$ cat src/rtl/mem_access_unit_pkg.sv
// Shared encodings for the M-stage data memory access unit: Funct3 size codes,
// FSM states and the store lane-placement helpers.
package mem_access_unit_pkg;

   localparam logic [2:0] F3_B  = 3'b000;
   localparam logic [2:0] F3_H  = 3'b001;
   localparam logic [2:0] F3_W  = 3'b010;
   localparam logic [2:0] F3_BU = 3'b100;
   localparam logic [2:0] F3_HU = 3'b101;

   // Funct3[1:0] alone selects the access size; bit 2 only selects zero-extension.
   localparam logic [1:0] SZ_B = 2'b00;
   localparam logic [1:0] SZ_H = 2'b01;

   typedef enum logic [1:0] {
      IDLE = 2'b00,
      WAIT = 2'b01,
      DONE = 2'b10
   } mau_state_e;

   function automatic logic is_misaligned(input logic [2:0] funct3, input logic [1:0] off);
      case (funct3[1:0])
         SZ_B:    return 1'b0;
         SZ_H:    return off[0];
         default: return off != 2'b00;
      endcase
   endfunction

   function automatic logic [3:0] store_byte_en(input logic [2:0] funct3, input logic [1:0] off);
      case (funct3[1:0])
         SZ_B:    return 4'b0001 << off;
         SZ_H:    return 4'b0011 << off;
         default: return 4'b1111;
      endcase
   endfunction

   function automatic logic [31:0] store_data(input logic [2:0] funct3, input logic [31:0] data);
      case (funct3[1:0])
         SZ_B:    return {4{data[7:0]}};
         SZ_H:    return {2{data[15:0]}};
         default: return data;
      endcase
   endfunction

endpackage

$ cat src/rtl/mem_access_unit_load_align.sv
// Picks the addressed byte/halfword out of a memory word and sign- or
// zero-extends it according to Funct3.
module load_align
   import mem_access_unit_pkg::*;
(
   input  logic [2:0]  funct3,
   input  logic [1:0]  byte_off,
   input  logic [31:0] word,
   output logic [31:0] data
);

   logic [31:0] shifted;

   always_comb begin
      shifted = word >> {byte_off, 3'b000};
      case (funct3)
         F3_B:    data = {{24{shifted[7]}}, shifted[7:0]};
         F3_BU:   data = {24'd0, shifted[7:0]};
         F3_H:    data = {{16{shifted[15]}}, shifted[15:0]};
         F3_HU:   data = {16'd0, shifted[15:0]};
         default: data = word;
      endcase
   end

endmodule

$ cat src/rtl/mem_access_unit.sv
// M-stage data memory access unit: issues one request per load/store, stalls the
// pipeline until DAck, aligns load data, and flags misalignment and bus timeouts.
module mem_access_unit
   import mem_access_unit_pkg::*;
(
   input  logic        CLK,
   input  logic        RESET,
   input  logic        MemReadM,
   input  logic        MemWriteM,
   input  logic [2:0]  Funct3M,
   input  logic [31:0] ALUResultM,
   input  logic [31:0] WriteDataM,
   input  logic        DAck,
   input  logic [31:0] DRData,
   output logic        DReq,
   output logic        DWe,
   output logic [31:0] DAddr,
   output logic [3:0]  DByteEn,
   output logic [31:0] DWData,
   output logic [31:0] ReadDataM,
   output logic        StallM,
   output logic        MisalignM,
   output logic        BusErrM
);

   // Handshake: DReq stays high with address/data/byte-enables frozen from the
   // issuing cycle until the first cycle DAck=1; DAck outside a request is ignored.

   mau_state_e  state_q, state_d;
   logic [7:0]  wd_q;
   logic [29:0] addr_q;
   logic [1:0]  off_q;
   logic        we_q;
   logic [3:0]  be_q;
   logic [31:0] wdata_q;
   logic [2:0]  f3_q;
   logic [31:0] rdata_q;

   logic        mem_op, mis, new_req, capture;
   logic [3:0]  req_be;
   logic [31:0] req_wdata;
   logic [29:0] cur_addr;
   logic [1:0]  cur_off;
   logic        cur_we;
   logic [3:0]  cur_be;
   logic [31:0] cur_wdata;
   logic [2:0]  cur_f3;
   logic [31:0] aligned;

   assign mem_op    = MemReadM | MemWriteM;
   assign mis       = is_misaligned(Funct3M, ALUResultM[1:0]);
   assign new_req   = (state_q == IDLE) && mem_op && !mis;
   assign req_be    = MemWriteM ? store_byte_en(Funct3M, ALUResultM[1:0]) : 4'b0000;
   assign req_wdata = MemWriteM ? store_data(Funct3M, WriteDataM) : 32'd0;

   // The issuing cycle drives straight from the inputs; WAIT replays the held copy.
   always_comb begin
      if (state_q == WAIT) begin
         cur_addr  = addr_q;
         cur_off   = off_q;
         cur_we    = we_q;
         cur_be    = be_q;
         cur_wdata = wdata_q;
         cur_f3    = f3_q;
      end else begin
         cur_addr  = ALUResultM[31:2];
         cur_off   = ALUResultM[1:0];
         cur_we    = MemWriteM;
         cur_be    = req_be;
         cur_wdata = req_wdata;
         cur_f3    = Funct3M;
      end
   end

   load_align u_load_align (
      .funct3   (cur_f3),
      .byte_off (cur_off),
      .word     (DRData),
      .data     (aligned)
   );

   always_comb begin
      state_d   = state_q;
      capture   = 1'b0;
      DReq      = 1'b0;
      DWe       = 1'b0;
      DAddr     = 32'd0;
      DByteEn   = 4'b0000;
      DWData    = 32'd0;
      ReadDataM = 32'd0;
      StallM    = 1'b0;
      MisalignM = 1'b0;
      BusErrM   = 1'b0;
      case (state_q)
         IDLE: begin
            if (mem_op && mis) begin
               MisalignM = 1'b1;
            end else if (mem_op) begin
               DReq    = 1'b1;
               DWe     = cur_we;
               DAddr   = {cur_addr, 2'b00};
               DByteEn = cur_be;
               DWData  = cur_wdata;
               StallM  = 1'b1;
               capture = DAck;
               state_d = DAck ? DONE : WAIT;
            end
         end
         WAIT: begin
            if (wd_q == 8'hFF) begin
               BusErrM = 1'b1;
               state_d = IDLE;
            end else begin
               DReq    = 1'b1;
               DWe     = cur_we;
               DAddr   = {cur_addr, 2'b00};
               DByteEn = cur_be;
               DWData  = cur_wdata;
               StallM  = 1'b1;
               capture = DAck;
               if (DAck) state_d = DONE;
            end
         end
         DONE: begin
            ReadDataM = rdata_q;
            state_d   = IDLE;
         end
         default: state_d = IDLE;
      endcase
      if (RESET) begin
         state_d   = IDLE;
         capture   = 1'b0;
         DReq      = 1'b0;
         DWe       = 1'b0;
         DAddr     = 32'd0;
         DByteEn   = 4'b0000;
         DWData    = 32'd0;
         ReadDataM = 32'd0;
         StallM    = 1'b0;
         MisalignM = 1'b0;
         BusErrM   = 1'b0;
      end
   end

   always_ff @(posedge CLK) begin
      if (RESET) begin
         state_q <= IDLE;
         wd_q    <= 8'd0;
         addr_q  <= 30'd0;
         off_q   <= 2'b00;
         we_q    <= 1'b0;
         be_q    <= 4'b0000;
         wdata_q <= 32'd0;
         f3_q    <= 3'b000;
         rdata_q <= 32'd0;
      end else begin
         state_q <= state_d;
         // Watchdog counts consecutive WAIT cycles only.
         if (state_q == WAIT && state_d == WAIT) wd_q <= wd_q + 8'd1;
         else                                    wd_q <= 8'd0;
         if (new_req) begin
            addr_q  <= ALUResultM[31:2];
            off_q   <= ALUResultM[1:0];
            we_q    <= MemWriteM;
            be_q    <= req_be;
            wdata_q <= req_wdata;
            f3_q    <= Funct3M;
         end
         if (capture) rdata_q <= cur_we ? 32'd0 : aligned;
      end
   end

endmodule

$ cat config.mk
export PLATFORM = sky130hd
export DESIGN_NAME = mem_access_unit
export DESIGN_NICKNAME = d
export VERILOG_FILES = /design/src/rtl/mem_access_unit_pkg.sv /design/src/rtl/mem_access_unit_load_align.sv /design/src/rtl/mem_access_unit.sv
export SDC_FILE = /design/constraint.sdc
export NUM_CORES = 1
export LEC_CHECK = 0
export ABC_CLOCK_PERIOD_IN_PS = 4100
export CAP_MARGIN = 20
export CORE_MARGIN = 4
export CORE_UTILIZATION = 47
export DETAILED_ROUTE_END_ITERATION = 8
export PLACE_DENSITY = 0.81
export REMOVE_ABC_BUFFERS = 1
export SYNTH_ARGS = -nofsm -noshare
export SYNTH_HDL_FRONTEND = slang
export SYNTH_HIERARCHICAL = 1
export SYNTH_SLANG_ARGS = --single-unit
export TNS_END_PERCENT = 20
$ cat constraint.sdc
create_clock -name CLK -period 4.1 [get_ports CLK]
set_input_delay 0.41 -clock CLK [delete_from_list [all_inputs] [get_ports CLK]]
set_output_delay 0.41 -clock CLK [all_outputs]
set_load 0.01 [all_outputs]
* Word level (Yosys, flattened, before mapping)
Index checks and enable logic that the tools add are counted.
** Operators by class
- Add/subtract/negate cells :: 1
- Reductions and logical operators :: 10
- Multiplexer cells :: 58
- Eq/ne operators :: 8
- Bitwise operators :: 2
- Shifts and indexed selects :: 3
** Operators by type and width (count)
- $mux 32 :: 13
- $pmux 32 s2 :: 3
- $pmux 32 s4 :: 1
- $shr 32x5->16 :: 1
- $mux 30 :: 1
- $mux 4 :: 6
- $mux 1 :: 19
- $pmux 4 s2 :: 2
- $mux 2 :: 7
- $add 8x1->8 const B :: 1
- $eq 8x8->1 const B :: 1
- $pmux 1 s2 :: 4
- $eq 2x1->1 const B :: 3
- $eq 3x3->1 const B :: 2
- $logic_and 1x1->1 :: 4
- $logic_not 2->1 :: 2
- $pmux 2 s2 :: 1
- $shl 1x2->4 const A :: 1
- $shl 2x2->4 const A :: 1
- $eq 3x1->1 const B :: 1
- $logic_not 3->1 :: 1
- $mux 3 :: 1
- $eq 2x2->1 const B :: 1
- $reduce_bool 2->1 :: 1
- 4 further kinds :: 4
** Word-level totals
- Input bits :: 104
- Register bits after elaboration :: 114
- Output and inout port bits :: 105

* Longest topological paths before layout
Gate-level depths: netlist (run 1).
- Word-level depth :: 10
- Depth in mapped cells :: 12

* Hierarchy
The synthesis (run 1) kept the hierarchy.
** By module, submodules not included
- mem_access_unit :: area an instance 5823.1 um^2, seq. area each 2282.2 um^2, cells an instance 792, times used 1
- load_align :: area an instance 715.7 um^2, seq. area each 0.0 um^2, cells an instance 111, times used 1

* Worst setup path after synthesis (run 1)
No wires, ideal clock.
- Kind :: register to register
- Start :: register state_q[0]
- End :: register rdata_q[26]
- Path buffers :: 4
- Data arrival time :: 2.780 ns
- Required time :: 3.983 ns
- Stages on the path, launching flop included :: 13
- Setup slack :: 1.202 ns
- Setup time :: 0.117 ns
- Cells stage by stage :: dfxtp_1 inv_1 nor2_1 clkbuf_1 clkbuf_1 nand2_1 nand2_1 buf_6 mux4_2 o211ai_4 buf_6 o21ai_0 a32o_1
** Between the ends
- Cells in the longest elaborated chain, start to end :: 5
- Elaborated cells between the ends (all ways) :: 14
** Ends and longest elaborated chain
- from (decl) :: line mem_access_unit.sv:29 : mau_state_e state_q, state_d;
- from (signal assigned) :: line mem_access_unit.sv:157 : state_q <= state_d;
- $eq 2x1->1 :: line mem_access_unit.sv:58 : if (state_q == WAIT) begin
- $mux 2 :: line mem_access_unit.sv:58
- named net cur_off[0] :: line mem_access_unit.sv:43 : logic [1:0] cur_off;
- $shr 32x5->16 :: line mem_access_unit_load_align.sv:15 : shifted = word >> {byte_off, 3'b000};
- $pmux 32 s4 :: line mem_access_unit_load_align.sv:16 : case (funct3)
- named net aligned[26] :: line mem_access_unit.sv:48 : logic [31:0] aligned;
- $mux 32 :: line mem_access_unit.sv:169 : if (capture) rdata_q <= cur_we ? 32'd0 : aligned;
- to (signal assigned) :: line mem_access_unit.sv:169
- to (decl) :: line mem_access_unit.sv:37 : logic [31:0] rdata_q;
The timed path passes the listed nets, and every way through them passes these cells.
A chain may end at the register's enable or synchronous reset.

* Worst setup path in the final report (run 1)
- Start :: register state_q[1]
- End :: output port DByteEn[3]
** Between the ends
- Cells in the longest elaborated chain, start to end :: 6
- Elaborated cells between the ends (all ways) :: 8
** Ends and longest elaborated chain
- $eq 2x1->1 :: line mem_access_unit.sv:58, mem_access_unit.sv:94
- $mux 4 :: line mem_access_unit.sv:58
- $mux 4 :: line mem_access_unit.sv:98 : end else if (mem_op) begin
- $mux 4 :: line mem_access_unit.sv:96 : if (mem_op && mis) begin
- $pmux 4 s2 (*) :: line mem_access_unit.sv:94 : case (state_q)
- $mux 4 (*) :: line mem_access_unit.sv:130 : if (RESET) begin
- to (decl) :: line mem_access_unit.sv:18 : output logic [3:0] DByteEn,
Every way passes the cells marked *; elsewhere a longest branch is shown, timed or not.

==> results of run 1 <==
area by class of cell:
type / count / area, µm²
Tap cell: 176 / 220
Fill cell: 1163 / 4280
Inverter: 10 / 37.5
Clock buffer: 25 / 475
Clock inverter: 6 / 80.1
Sequential cell: 114 / 2280
Timing Repair Buffer: 227 / 2230
Multi-Input combinational cell: 696 / 3850
cell families after synthesis:
group / after synthesis
XOR/XNOR: 6
flip-flops: 114
other: 1
multiplexers: 32
buffers and inverters: 94
AND/OR/NAND/NOR: 401
AO/OA/AOI/OAI: 254
adder cells (fa/ha/maj): 1
metrics by stage:
step / setup WS [ns] / utilization [%]
floorplan: -1.47 / -
global placement: 0.771 / 64.0
detailed placement: 0.776 / 64.0
CTS: 0.523 / 68.2
global route: 0.358 / 68.2
finish: 0.483 / 68.2
cell usage in the layout, fill, tap and decap left out, types with 2 or more instances in the layout:
master and count:
nand2_1 271, a32o_1 32, bufinv_16 2, dfxtp_1 114
o31ai_1 7, nor2_2 2, nor2_1 27, o21ai_0 33
a21oi_2 2, o211ai_4 2, nor2b_1 2, o21ai_1 3
nand4_1 14, or3_1 4, nand2b_1 6, clkbuf_1 6
o21bai_1 2, o211ai_1 2, xor2_1 5, nand3_1 19
or3b_2 8, mux2i_1 25, conb_1 2, clkbuf_16 17
clkdlybuf4s50_1 205, inv_1 10, a221oi_1 4, a22oi_1 4
nor3_1 5, clkbuf_8 2, a211o_1 4, nand3b_1 2
clkinv_2 4, a22o_1 2, and2_1 34, mux2_2 6
a21oi_1 139, a2bb2oi_1 2, buf_4 20
cell usage after synthesis (all sizes together), types with 2 or more instances:
| cell | count |
|---|---|
| nand2 | 271 |
| a21oi | 141 |
| dfxtp | 114 |
| clkbuf | 58 |
| o21ai | 37 |
| and2 | 34 |
| a32o | 32 |
| nor2 | 30 |
| buf | 26 |
| mux2i | 25 |
| nand3 | 19 |
| nand4 | 14 |
| inv | 10 |
| or3b | 8 |
| nand2b | 7 |
| o31ai | 7 |
| mux2 | 6 |
| a221oi | 5 |
| nor3 | 5 |
| xor2 | 5 |
| a211o | 4 |
| a22oi | 4 |
| o211ai | 4 |
| or3 | 4 |
| a21o | 2 |
| a22o | 2 |
| a2bb2oi | 2 |
| nand3b | 2 |
| nor2b | 2 |
| o211a | 2 |
| o21bai | 2 |
worst min-delay path by stage:
| stage | startpoint | endpoint | depth (start not counted) |
|---|---|---|---|
| finish | RESET | be_q[1]$_SDFFE_PP0P_ | 2 |
| floorplan | wd_q[0]$_SDFF_PP0_ | wd_q[0]$_SDFF_PP0_ | 1 |
| CTS | RESET | be_q[1]$_SDFFE_PP0P_ | 2 |
| global route | RESET | be_q[1]$_SDFFE_PP0P_ | 2 |
| detailed placement | f3_q[1]$_SDFFE_PP0P_ | f3_q[1]$_SDFFE_PP0P_ | 2 |
| global placement | wdata_q[28]$_SDFFE_PP0P_ | wdata_q[28]$_SDFFE_PP0P_ | 2 |
per-layer routing:
metal | global-route usage [%] | share of wire (%)
met1 | 33.1 | 42
met2 | 41.7 | 46
met3 | 9.57 | 10
met4 | 9.21 | 1.9
met5 | 0 | 0.061
power groups by stage:
stage	Clock (µW)	Combinational, µW	Sequential, µW
3_5_place_dp	0	652	1220
3_3_place_gp	0	649	1220
5_1_grt	1490	721	1200
2_1_floorplan	0	330	1210
4_1_cts	1430	658	1200
6_report	1410	662	1200
sequential cells by signal, indices dropped and copies added (netlist names):
| signal | cells |
|---|---|
| addr_q | 30 |
| be_q | 4 |
| f3_q | 3 |
| off_q | 2 |
| rdata_q | 32 |
| state_q | 2 |
| wd_q | 8 |
| wdata_q | 32 |
| we_q | 1 |
critical path, delay by kind of cell, from the launching register on:
family / cells / cell delay [ns]
buf+inv: 2 / 1.07
flops: 1 / 0.62
simple gates: 1 / 0.46
compound gates: 3 / 0.60
==> results.yml, run 1 <==
outcome:
  status: "finished, final reports clean"
setup_path:
  cp_slowest_stage_delay_ns: 0.62
  crit_start: "state_q[1]$_SDFF_PP0_"
  rrSetupSlack_ns: 1.02
  critical_path_class: "reg -> out"
  crit_arrival_ns: 3.21
  endpoint_kind: "primary output"
  endpoint: "DByteEn[3]"
  r2r_end: "rdata_q[27]$_SDFFE_PP0P_"
  critPathLaunchType: "register"
  critPathSlowestCell: "dfxtp_1"
  rr_startpoint: "state_q[0]$_SDFF_PP0_"
  cp_max_fo: 59
  crit_path_cell_trace: "nand2b_4 > a41o_4 > a21o_2 > buf_4 > a21oi_1 > clkdlybuf4s50_1"
  reg2reg_depth: 9
  cp.required_ns: 3.69
die:
  core_area_um2: 13500
  initial_utilization_pct: 48.6
  rows: 42
  die_w_um: 126
  die-area_um2: 15900
  io_pins: 209
  dieHeight_um: 126
clock_network:
  clockBufferDepth: 2
  clock_latency_ns: 0.42
  post_cts_resized: 0
  cts.sink_count: 114
  postCtsSetupBuffers: 0
  cts_max_level: 4
  clkSlewWorstSetupHoldPaths_ns: 0.05
  cts-root-buf: "clkbuf_16"
  postCtsHoldBufs: 0
  cts_tree: "built"
  cts_buffers: 17
sta:
  whs_ns: 0.406
  fin_skew_ns: 0.00445
  slew_headroom_pct: 46.0
  period_share_pct: 88.2
  tightest_slew_ns: 0.809
  finalSetupViolCount: 0
  tns_ns: 0
  fmax_ghz: 0.276
  grt_setup_unrepaired: "false"
  finalHoldViolCount: 0
  timing.final.crit_period_ns: 3.62
  drv_slew: 0
run:
  cap_viol_max_count: 0
power:
  pwr_density_cell_nw_per_um2: 356
  seqPwrFrac_pct: 36.7
  internal_power_uw: 2380
  combPwrFrac_pct: 20.3
  p_sw_uw: 891
  leakagePower_uw: 0.00338
  ir_drop_mv: 0.260
  clock_power_share_pct: 43.1
  p_total_uw: 3270
  swShare_pct: 27.3
global_route:
  track_usage_pct: 26.3
  grt_pass1_vias: 6743
  grt_pass1_wl_mm: 34.4
  grt_max_degree: 69
  antenna_found_initial: 1
  gr-total-overflow: 0
yosys:
  synth-seq-area-share_pct: 34.9
  syn_inst: 903
  synth_area_leader_cell: "dfxtp_1"
  synth_top_family_by_area: "simple AND/OR/NAND/NOR gates"
  ys_warn_count: 6
  syn_avg_cell_area_um2: 7.24
  syn-cell-area_um2: 6540
  synth_compound_area_share_pct: 25.1
  async_flop_share_pct: 0
  yosysUniqueCellTypes: 60
  synthTopCellsByArea: "dfxtp_1 35%, nand2_1 16%, a21oi_1 11%"
  synthMuxAreaShare_pct: 5.20
  synth-simple-area-share_pct: 26.9
  synth_top_cell_area_share_pct: 34.9
  synth_seq_cells: 114
  synthFlopType: "dfxtp_1"
  synth_enable_flop_cells: 0
  yosys.area_share.adder_pct: 0.191
  synth_xor_area_share_pct: 0.804
route:
  firstDrtPassIters: 6
  routedWlPerCell_um: 17.0
  vias: 7156
  via_per_inst: 5.71
  ant_nets: 0
  drtIter0Drc: 721
  drcViolationCount: 0
  wirelength_mm: 21.4
layout:
  drive_gt1_share_pct: 7.33
  syn_to_final_growth_pct: 40.2
  instances_no_fill: 1254
  diodes: 0
  nNetsFinal: 1171
  fin_area_um2: 9170
placement:
  place_hpwl_mm: 13.8
  portBuffers: 206
  place_area_um2: 8610
  dp.cells: 1223
  gp_routability_congestion: 0.843
worst_hold_path:
  hold_path_class: "in -> reg"
Note: power is estimated with default switching activity, not from simulation.
==> inputs of run 2 (changes only) <==
==> constraint.sdc (replaced) <==
create_clock -name CLK -period 4.1 [get_ports CLK]
set_input_delay 0.41 -clock CLK [delete_from_list [all_inputs] [get_ports CLK]]
set_output_delay 0.41 -clock CLK [all_outputs]
set_load 0.1 [all_outputs]
==> results.yml, run 2 (synthesis results as in run 1) <==
power:
  ir_drop_mv: 0.238
  pwr_density_cell_nw_per_um2: 369
  p_total_uw: 3600
  combPwrFrac_pct: 27.7
  leakagePower_uw: 0.00379
  swShare_pct: 32.5
  p_sw_uw: 1170
  seqPwrFrac_pct: 33.3
  clock_power_share_pct: 39.0
  internal_power_uw: 2430
clock_network:
  cts_buffers: 17
  cts_tree: "built"
  clkSlewWorstSetupHoldPaths_ns: 0.05
  postCtsHoldBufs: 0
  clockBufferDepth: 2
  postCtsSetupBuffers: 0
  cts.sink_count: 114
  clock_latency_ns: 0.42
  post_cts_resized: 0
  cts-root-buf: "clkbuf_16"
  cts_max_level: 4
placement:
  place_area_um2: 9210
  portBuffers: 206
  gp_routability_congestion: 0.896
  place_hpwl_mm: 14.6
setup_path:
  cp_max_fo: 39
  endpoint_kind: "primary output"
  critical_path_class: "reg -> out"
  crit_arrival_ns: 3.00
  critPathLaunchType: "register"
  cp.required_ns: 3.69
route:
  highest_layer: "met5"
  via_per_inst: 5.79
  vias: 7254
  drtIter0Drc: 786
  wl_met2_mm: 10.2
  wirelength_mm: 22.2
  wl_met1_mm: 8.83
  wl_met3_mm: 2.73
  ant_nets: 0
  drcViolationCount: 0
  routedWlPerCell_um: 17.7
  firstDrtPassIters: 6
global_route:
  grt_max_degree: 69
  antenna_found_initial: 1
  gr-total-overflow: 0
  grt_pass1_vias: 6835
  track_usage_pct: 27.0
  grt_pass1_wl_mm: 35.1
die:
  die_w_um: 126
  rows: 42
  initial_utilization_pct: 48.6
  io_pins: 209
  die-area_um2: 15900
  core_area_um2: 13500
  dieHeight_um: 126
run:
  cap_viol_max_count: 0
worst_hold_path:
  hold_path_class: "in -> reg"
sta:
  finalHoldViolCount: 0
  grt_setup_unrepaired: "false"
  finalSetupViolCount: 0
  fin_skew_ns: 0.00552
  slew_headroom_pct: 34.3
  timing.final.crit_period_ns: 3.41
  drv_slew: 0
  fmax_ghz: 0.293
  period_share_pct: 83.1
  tightest_slew_ns: 0.983
layout:
  nNetsFinal: 1170
  syn_to_final_growth_pct: 49.5
  diodes: 0
  reg_top3: "rdata_q x32, wdata_q x32, addr_q x30"
  layout_common_cells: "271 x nand2_1, 139 x a21oi_1, 114 x dfxtp_1"
  drive_gt1_share_pct: 16.9
  layout_commonest_cell: "nand2_1"
  fin_area_um2: 9770
outcome:
  status: "finished, final reports clean"
## run 2: changes by cell type in the layout (fill, tap and decap cells not counted)
cell / before / now
clkdlybuf4s50_1: 205 / 103
buf_12: 1 / 70
buf_4: 20 / 52
clkbuf_8: 2 / 5
clkbuf_1: 6 / 4
bufinv_16: 2 / 1
## run 2: metal layers
layer,GRT usage (%),up-vias
li1,-,3442
met2,42.0,359
met5,0,-
met1,33.4,3409
met3,12.1,42
met4,9.15,2
## run 2: worst max-delay path, cell delays in order, from the launching register on
cell and delay (ns):
dfxtp_1 0.45, nand2b_4 0.45, a41o_4 0.42, a21o_2 0.42
buf_12 0.26, a21oi_1 0.33, buf_12 0.23
## run 2: metrics by stage
step / worst slack (ns) / utilization [%] / TNS [ns] / hold WS, ns / cells
3_5_place_dp: 0.938 / 68.5 / 0 / 0.444 / 1222
2_1_floorplan: -1.47 / - / -79.06 / 0.426 / 820
4_1_cts: 0.673 / 72.6 / 0 / 0.374 / 1253
6_report: 0.692 / 72.6 / 0 / 0.389 / 1253
5_1_grt: 0.546 / 72.6 / 0 / 0.401 / 1253
3_3_place_gp: 0.967 / 68.5 / 0 / 0.438 / 1222
## run 2: power groups by stage
stage,logic (µW),registers [µW],clock network (µW)
CTS,994,1200,1420
floorplan,574,1210,0
global placement,980,1220,0
finish,999,1200,1400
global route,1060,1200,1470
detailed placement,989,1220,0
## run 2: final timing paths
kind	start	to	slack (ns)	cells after the start
setup / recovery	state_q[1]$_SDFF_PP0_	DByteEn[3]	0.69	6
hold / removal	RESET	addr_q[27]$_SDFFE_PP0P_	0.39	2
setup reg to reg	state_q[1]$_SDFF_PP0_	rdata_q[31]$_SDFFE_PP0P_	0.84	7
hold reg to reg	wdata_q[29]$_SDFFE_PP0P_	wdata_q[29]$_SDFFE_PP0P_	0.45	2
## run 2: area by class of cell
cell class	count	area [µm²]
clock buffer	26	509
tap	176	220
timing repair buffer	226	2830
fill	1062	3680
inverter	10	37.5
multi-input combinational	696	3850
clock inverter	5	50.0
sequential	114	2280
